## src/rtl/aes_frame_loader_if.sv

```systemverilog
// Byte-stream, register-bank write and frame handshake signals of the AES frame loader.
// The loader connects through the slave modport; the stream source and AES core use master.
interface aes_frame_loader_if;
    logic [7:0] byte_in;
    logic       byte_valid;
    logic       byte_ready;
    logic [7:0] wr_data;
    logic       wr_en;
    logic [5:0] wr_addr;
    logic       frame_valid;
    logic       frame_ack;
    logic       frame_err;

    modport master (
        output byte_in, byte_valid, frame_ack,
        input  byte_ready, wr_data, wr_en, wr_addr, frame_valid, frame_err
    );

    modport slave (
        input  byte_in, byte_valid, frame_ack,
        output byte_ready, wr_data, wr_en, wr_addr, frame_valid, frame_err
    );
endinterface

```

## src/rtl/aes_frame_loader.sv

```systemverilog
// Frame loader for the AES register bank: hunts for SOF, writes the payload bytes to the
// bank, verifies the XOR checksum and holds the frame until the core acknowledges it.
module aes_frame_loader #(
    parameter int         NUM_BYTES = 33,
    parameter logic [7:0] SOF_BYTE  = 8'hA5,
    parameter int         TIMEOUT   = 1023
) (
    input logic               clk,
    input logic               rst,
    aes_frame_loader_if.slave bus
);

    localparam logic [1:0] ST_IDLE  = 2'd0;
    localparam logic [1:0] ST_LOAD  = 2'd1;
    localparam logic [1:0] ST_CHECK = 2'd2;
    localparam logic [1:0] ST_HOLD  = 2'd3;

    localparam logic [5:0] LAST_IDX = 6'(NUM_BYTES - 1);
    localparam logic [9:0] TMO_LAST = 10'(TIMEOUT - 1);

    function automatic logic [7:0] csum_next(input logic [7:0] sum, input logic [7:0] data);
        return sum ^ data;
    endfunction

    logic [1:0] state_r,       state_s;
    logic [5:0] byte_cnt_r,    byte_cnt_s;
    logic [7:0] csum_r,        csum_s;
    logic [9:0] tmo_cnt_r,     tmo_cnt_s;
    logic       byte_ready_r,  byte_ready_s;
    logic       wr_en_r,       wr_en_s;
    logic [5:0] wr_addr_r,     wr_addr_s;
    logic [7:0] wr_data_r,     wr_data_s;
    logic       frame_valid_r, frame_valid_s;
    logic       frame_err_r,   frame_err_s;
    logic       accept_s;
    logic       tmo_hit_s;

    assign accept_s  = bus.byte_valid & byte_ready_r;
    // The idle gap expires on the edge that would bring the counter to TIMEOUT.
    assign tmo_hit_s = (tmo_cnt_r == TMO_LAST);

    // Next-state, checksum, counter and bank-write decode.
    always_comb begin
        state_s       = state_r;
        byte_cnt_s    = byte_cnt_r;
        csum_s        = csum_r;
        tmo_cnt_s     = tmo_cnt_r;
        wr_en_s       = 1'b0;
        wr_addr_s     = wr_addr_r;
        wr_data_s     = wr_data_r;
        frame_valid_s = frame_valid_r;
        frame_err_s   = 1'b0;

        case (state_r)
            ST_IDLE: begin
                if (accept_s && (bus.byte_in == SOF_BYTE)) begin
                    state_s    = ST_LOAD;
                    byte_cnt_s = 6'd0;
                    csum_s     = 8'd0;
                    tmo_cnt_s  = 10'd0;
                end else begin
                    state_s = ST_IDLE;
                end
            end
            ST_LOAD: begin
                if (accept_s) begin
                    wr_en_s    = 1'b1;
                    wr_addr_s  = byte_cnt_r;
                    wr_data_s  = bus.byte_in;
                    csum_s     = csum_next(csum_r, bus.byte_in);
                    byte_cnt_s = byte_cnt_r + 6'd1;
                    tmo_cnt_s  = 10'd0;
                    if (byte_cnt_r == LAST_IDX) begin
                        state_s = ST_CHECK;
                    end else begin
                        state_s = ST_LOAD;
                    end
                end else if (tmo_hit_s) begin
                    frame_err_s = 1'b1;
                    tmo_cnt_s   = 10'd0;
                    state_s     = ST_IDLE;
                end else begin
                    tmo_cnt_s = tmo_cnt_r + 10'd1;
                end
            end
            ST_CHECK: begin
                if (accept_s) begin
                    tmo_cnt_s = 10'd0;
                    if (bus.byte_in == csum_r) begin
                        frame_valid_s = 1'b1;
                        state_s       = ST_HOLD;
                    end else begin
                        frame_err_s = 1'b1;
                        state_s     = ST_IDLE;
                    end
                end else if (tmo_hit_s) begin
                    frame_err_s = 1'b1;
                    tmo_cnt_s   = 10'd0;
                    state_s     = ST_IDLE;
                end else begin
                    tmo_cnt_s = tmo_cnt_r + 10'd1;
                end
            end
            ST_HOLD: begin
                if (bus.frame_ack) begin
                    frame_valid_s = 1'b0;
                    state_s       = ST_IDLE;
                end else begin
                    frame_valid_s = 1'b1;
                end
            end
            default: begin
                state_s       = ST_IDLE;
                frame_valid_s = 1'b0;
            end
        endcase

        byte_ready_s = (state_s != ST_HOLD);
    end

    // State and output registers; reset also drops any bank write in flight.
    always_ff @(posedge clk or negedge rst) begin
        if (!rst) begin
            state_r       <= ST_IDLE;
            byte_cnt_r    <= 6'd0;
            csum_r        <= 8'd0;
            tmo_cnt_r     <= 10'd0;
            byte_ready_r  <= 1'b0;
            wr_en_r       <= 1'b0;
            wr_addr_r     <= 6'd0;
            wr_data_r     <= 8'd0;
            frame_valid_r <= 1'b0;
            frame_err_r   <= 1'b0;
        end else begin
            state_r       <= state_s;
            byte_cnt_r    <= byte_cnt_s;
            csum_r        <= csum_s;
            tmo_cnt_r     <= tmo_cnt_s;
            byte_ready_r  <= byte_ready_s;
            wr_en_r       <= wr_en_s;
            wr_addr_r     <= wr_addr_s;
            wr_data_r     <= wr_data_s;
            frame_valid_r <= frame_valid_s;
            frame_err_r   <= frame_err_s;
        end
    end

    assign bus.byte_ready  = byte_ready_r;
    assign bus.wr_en       = wr_en_r;
    assign bus.wr_addr     = wr_addr_r;
    assign bus.wr_data     = wr_data_r;
    assign bus.frame_valid = frame_valid_r;
    assign bus.frame_err   = frame_err_r;

endmodule

```

## src/flat_wrapper.sv

```systemverilog
// flat-port wrapper written by rule: the top's interface ports become plain ports
module aes_frame_loader_flat 
#(
    parameter int         NUM_BYTES = 33,
    parameter logic [7:0] SOF_BYTE  = 8'hA5,
    parameter int         TIMEOUT   = 1023
)
  (clk, rst, bus_byte_in, bus_byte_valid, bus_frame_ack, bus_byte_ready, bus_wr_data, bus_wr_en, bus_wr_addr, bus_frame_valid, bus_frame_err);
  aes_frame_loader_if bus_i ();
  input logic clk;
  input logic rst;
  input wire logic [$bits(bus_i.byte_in)-1:0] bus_byte_in;
  input wire logic [$bits(bus_i.byte_valid)-1:0] bus_byte_valid;
  input wire logic [$bits(bus_i.frame_ack)-1:0] bus_frame_ack;
  output wire logic [$bits(bus_i.byte_ready)-1:0] bus_byte_ready;
  output wire logic [$bits(bus_i.wr_data)-1:0] bus_wr_data;
  output wire logic [$bits(bus_i.wr_en)-1:0] bus_wr_en;
  output wire logic [$bits(bus_i.wr_addr)-1:0] bus_wr_addr;
  output wire logic [$bits(bus_i.frame_valid)-1:0] bus_frame_valid;
  output wire logic [$bits(bus_i.frame_err)-1:0] bus_frame_err;
  assign bus_i.byte_in = bus_byte_in;
  assign bus_i.byte_valid = bus_byte_valid;
  assign bus_i.frame_ack = bus_frame_ack;
  assign bus_byte_ready = bus_i.byte_ready;
  assign bus_wr_data = bus_i.wr_data;
  assign bus_wr_en = bus_i.wr_en;
  assign bus_wr_addr = bus_i.wr_addr;
  assign bus_frame_valid = bus_i.frame_valid;
  assign bus_frame_err = bus_i.frame_err;
  aes_frame_loader #(.NUM_BYTES(NUM_BYTES), .SOF_BYTE(SOF_BYTE), .TIMEOUT(TIMEOUT)) u_core (.clk(clk), .rst(rst), .bus(bus_i));
endmodule
```

## config.mk

```make
export PLATFORM = sky130hd
export DESIGN_NAME = aes_frame_loader_flat
export DESIGN_NICKNAME = d
export VERILOG_FILES = /design/src/rtl/aes_frame_loader_if.sv /design/src/rtl/aes_frame_loader.sv /design/src/flat_wrapper.sv
export SDC_FILE = /design/constraint.sdc
export NUM_CORES = 1
export LEC_CHECK = 0
export CAP_MARGIN = 20
export CORE_MARGIN = 2
export CORE_UTILIZATION = 50
export DETAILED_ROUTE_END_ITERATION = 12
export PLACE_DENSITY = 0.76
export REMOVE_ABC_BUFFERS = 1
export SETUP_SLACK_MARGIN = 0.3
export SYNTH_ARGS = -nofsm -noshare
export SYNTH_HDL_FRONTEND = slang
export SYNTH_SLANG_ARGS = --single-unit
```

## constraint.sdc

```tcl
create_clock -name clk -period 2.55 [get_ports clk]
set_input_delay 0.51 -clock clk [delete_from_list [all_inputs] [get_ports clk]]
set_output_delay 0.51 -clock clk [all_outputs]
set_load 0.01 [all_outputs]
```

# ---- Yosys cells after proc, flatten, opt, wreduce, memory -nomap -nowiden
# Cells that the tools add are included.
# Widths: inputs -> output; s select.
dict set report totals {
  reg_bits 44
  input_bits 12
}
dict set report op_classes {
  addsub 2
  eq_ne 12
  muxes 29
  n_bitwise 2
  reduce_logical 10
}
# operator n
set ops {}
lappend ops {{$mux 10} 3}
lappend ops {{$pmux 10 s2} 1}
lappend ops {{$mux 8} 2}
lappend ops {{$pmux 8 s2} 1}
lappend ops {{$mux 2} 6}
lappend ops {{$mux 6} 2}
lappend ops {{$pmux 6 s2} 1}
lappend ops {{$add 10x1->10 const B} 1}
lappend ops {{$eq 10x10->1 const B} 1}
lappend ops {{$mux 1} 10}
lappend ops {{$eq 8x8->1} 1}
lappend ops {{$eq 8x8->1 const B} 1}
lappend ops {{$ne 2x1->1 const B} 4}
lappend ops {{$pmux 2 s4} 1}
lappend ops {{$xor 8x8->8} 1}
lappend ops {{$add 6x1->6 const B} 1}
lappend ops {{$eq 6x6->1 const B} 1}
lappend ops {{$reduce_and 3->1} 2}
lappend ops {{$reduce_bool 2->1} 3}
lappend ops {{$eq 2x2->1 const B} 2}
lappend ops {{$pmux 1 s2} 2}
lappend ops {{$reduce_and 2->1} 2}
lappend ops {{$eq 2x1->1 const B} 1}
lappend ops {{$logic_not 2->1} 1}
lappend ops {{other kinds (4)} 4}

# ---- Longest topological paths before layout
dict set report depth {
  ltp_word 5
  ltp_mapped 8
  ltp_nobuf 7
}

# ---- Least setup slack after synthesis
# No wires, ideal clock.
dict set report synth_timing {
  kind {input port to flip-flop}
  from {in bus_byte_in[6]}
  to {reg u_core.byte_ready_r (netlist: u_core.bus.byte_ready)}
  arrival_ns 1.735
  required_time_ns 2.421
  path_slack_ns 0.686
  stages 5
  path_buffers 0
  path_cell_list {xor2_1 nor4_4 a221oi_2 o31a_1 a2111o_1}
}
dict set report synth_via {
  elab_chain_len 5
  word_cells_on_any_way 8
  classes_between {eq/ne (3); mux (4); reduce/logical (1)}
}
# item line
set synth_rtl {}
lappend synth_rtl {{from (decl)} flat_wrapper.sv:12} ;# input wire logic [$bits(bus_i.byte_in)-1:0] bus_byte_in;
lappend synth_rtl {{$eq 8x8->1 (on tied branches)} {aes_frame_loader.sv:89, aes_frame_loader.sv:56}}
lappend synth_rtl {{$mux 2 or $logic_and 1x1->1 (tied branches)} {aes_frame_loader.sv:89, aes_frame_loader.sv:56}}
lappend synth_rtl {{$mux 2 or $mux 1 (tied branches)} {aes_frame_loader.sv:87, aes_frame_loader.sv:56}}
lappend synth_rtl {{$pmux 2 s4 (*)} aes_frame_loader.sv:54} ;# case (state_r)
lappend synth_rtl {{$ne 2x2->1 (*)} aes_frame_loader.sv:118} ;# byte_ready_s = (state_s != ST_HOLD);
lappend synth_rtl {{net u_core.byte_ready_s} aes_frame_loader.sv:29} ;# logic byte_ready_r, byte_ready_s;
lappend synth_rtl {{to (signal assigned)} aes_frame_loader.sv:139} ;# byte_ready_r <= byte_ready_s;
lappend synth_rtl {{to (decl)} aes_frame_loader.sv:29}
# The timed path passes the listed nets; every way through them passes the cells marked *.
# A chain may end at the register's enable or synchronous reset.

# ---- Worst setup path in the final report
dict set report layout_timing {
  from {in bus_byte_in[0]}
  to {reg u_core.byte_ready_r (netlist: u_core.bus.byte_ready)}
}
# The elaborated chain is that of the path after synthesis.

==> key figures <==
Run status
  – Status: complete, no violations

Critical path
  – WS Path Type: in -> reg
  – Crit path max fanout: 4
  – WP data arrival: 2.37 ns
  – Worst r2r src: u_core.state_r[0]
  – Reg2Reg Setup Slack: 0.47 ns
  – Critical Path RT: 2.72 ns
  – Reg2reg path depth: 7
  – R2R Path End: u_core.csum_r[0]
  – Crit path capture type: flop
  – Startpoint Class: input pin

STA
  – Unrepaired setup endpoints after global routing: false
  – Final Max Tran Viols: 0
  – Count of final setup violators: 0
  – Clock skew: 0.0118 ns
  – Final Hold Vio Count: 0
  – F_max: 456 MHz
  – Fin crit share: 86.0%
  – Rel. slew slack: 55.3%
  – Setup TNS: 0 ns
  – Final Critical Period: 2.19 ns
  – Worst setup margin: 0.356 ns
  – Slew @ Worst Pin: 0.664 ns
  – Tightest hold margin: 0.144 ns

Finish
  – ANT cells: 0
  – Sequential cell area: 0.00110 mm²
  – Nets: 300
  – Synth-to-Final Area Change: 26.2%
  – Proportion of layout cells with a drive suffix above 1: 20.0%
  – Utilization after layout: 66.8%
  – Area of the multi-input gates: 0.00120 mm²
  – Fin cells: 332
  – Fillcell total: 373

Clocking
  – Number of buffers created by CTS: 5
  – Clock Sinks: 44
  – CTS root buffer: clkbuf_8
  – Worst-Skew Late Latency: 0.30 ns
  – Worst-path clk slew: 0.09 ns
  – CTS tree: yes
  – Hold_buf cts: 0
  – H-tree levels: 2
  – CTS max path bufs: 2

Global route
  – Global-route wire length before repair: 8.26 mm
  – Grt ovf: 0
  – Largest net degree at the start of global routing: 26
  – Initial antenna violation count: 0
  – Vias in the first global route: 1742
  – Total track usage: 19.9%

Logic synthesis
  – Syn Inst Count: 230
  – Seq/Total Area, Yosys: 46.8%
  – Synth warn: 0
  – Synth cell types: 42
  – Commonest cells post-synth: dfrtp_1 (44), nor2_1 (20), nand2_1 (18), o21ai_0 (13)
  – Area share of the largest cell type after synthesis: 46.8%
  – Yosys top cell by area: dfrtp_1
  – Yosys reg bits: 44
  – Synthesized area per cell: 10.2 µm²
  – EDFF count, synth: 0
  – Ranking of synthesized cells by area: dfrtp_1 (47%), mux2_2 (5.7%), ha_1 (4.8%)
  – Count leader, synth: dfrtp_1
  – Main synth FF type: dfrtp_1
  – Post-Synthesis Cell Area: 0.00235 mm²
  – Share of synthesized registers carrying an async set or reset: 100%

Route
  – # DRC: 0
  – Per-cell routed wire length: 14.8 µm
  – DRT Wirelength: 4.93 mm
  – DR vias/cell: 5.57
  – Vias: 1850
  – Iteration-0 DRC Markers: 126
  – Pre-Repair DR Iteration Count: 4
  – Antenna Nets Post-Route: 0

Floorplanning
  – Area of the core: 0.00444 mm²
  – FP Rows: 24
  – Io pins: 30
  – Die Y-Extent: 72.6 µm
  – Starting Density: 52.9%
  – Die area: 0.00527 mm²
  – Die width: 72.6 µm

Placed design
  – IO buf count: 29
  – GPL Wtd Cong: 0.833
  – Placed insts: 322
  – Dpl ws: -0.00965 ns
  – HPWL after detailed placement: 3.62 mm

Power
  – Static Leak: 1.33 nW
  – Power Dens Cells: 662 mW/mm²
  – IR drop worst, VDD: 0.000408 V

Run
  – Max Cap Viol: 0

Hold path
  – Class of the worst hold path: in -> async
## cell usage in the layout (no fill, tap or decap), types with 6 or more instances in the layout
cell,count
dfrtp_1,44
clkdlybuf4s50_1,26
nor2_1,19
buf_4,19
nand2_1,18
o21ai_0,13
inv_1,12
a21oi_1,12
mux2_2,12
xor2_1,8
xnor2_1,8
ha_1,8
nand3_1,6
o31ai_1,6
clkbuf_8,6
## critical path, cell delays in order
cell and delay, ns:
clkdlybuf4s50_1 0.44, buf_4 0.16, xor2_1 0.17, nor4_4 0.35, a221oi_2 0.11, o31a_1 0.27, a2111o_1 0.35
## report_power, final
part	switching (W)	internal, W
clock network	0.000244	0.000321
registers	0.0000719	0.000793
logic	0.000255	0.000280
total	0.000571	0.00139
## metrics by stage
step           instance area [µm²]  power, W
6_report                      2970   0.00196
5_1_grt                       2970   0.00207
4_1_cts                       2930   0.00196
3_5_place_dp                  2800   0.00140
3_3_place_gp                  2800   0.00139
2_1_floorplan                 2320   0.00114
## state kept, by name (all words and copies together), names as in the netlist
name,flops
u_core.bus.wr_addr,6
u_core.bus.frame_valid,1
u_core.bus.byte_ready,1
u_core.bus.frame_err,1
u_core.state_r,2
u_core.byte_cnt_r,6
u_core.csum_r,8
u_core.bus.wr_data,8
u_core.tmo_cnt_r,10
u_core.bus.wr_en,1
## per-layer routing
layer  track usage [%]  share of wire, %
met1              29.3                50
met4              5.56               1.4
met2              30.0                44
met3              4.14               4.2
met5                 0                 0
## layout make-up
| cell class | instances | area share (%) |
|---|---|---|
| inverters | 12 | 1.52 |
| well taps | 52 | 2.19 |
| clock buffers | 6 | 2.78 |
| repair buffers | 48 | 14.6 |
| clock inverters | 2 | 1.31 |
| flip-flops and latches | 44 | 37.1 |
| multi-input cells | 168 | 40.5 |
## timing repair
item | 4_1_cts | 5_1_grt
buffers inserted | 0 | 2
gates resized for setup | 1 | 6
endpoints found under the hold margin | 0 | 0
pin swaps | 1 | 4
endpoints found under the setup margin | 3 | 12
## how the worst max path moves through the flow
stage | from | to | cells past startpoint
after CTS | bus_byte_in[3] | u_core.bus.byte_ready | 7
after detailed placement | bus_byte_in[4] | u_core.bus.byte_ready | 7
after global placement | bus_byte_in[3] | u_core.bus.byte_ready | 7
after global routing | u_core.state_r[0] | u_core.byte_cnt_r[1] | 7
after floorplan | bus_byte_valid | u_core.csum_r[7] | 5
final | bus_byte_in[0] | u_core.bus.byte_ready | 7
## kinds of logic (layout without fill, tap and decap cells)
| logic type | Yosys count | after routing | synth area share, % |
|---|---|---|---|
| AOI/OAI and AO/OA | 49 | 49 | 13.9 |
| xor gates and xnor gates | 16 | 16 | 5.96 |
| adders and majority gates | 9 | 9 | 4.79 |
| buffers and inverters | 18 | 68 | 3.09 |
| DFF | 44 | 44 | 46.8 |
| muxes | 12 | 12 | 5.75 |
| and+or+nand+nor | 82 | 82 | 19.6 |
No activity file was read; power rests on OpenSTA's default activity.
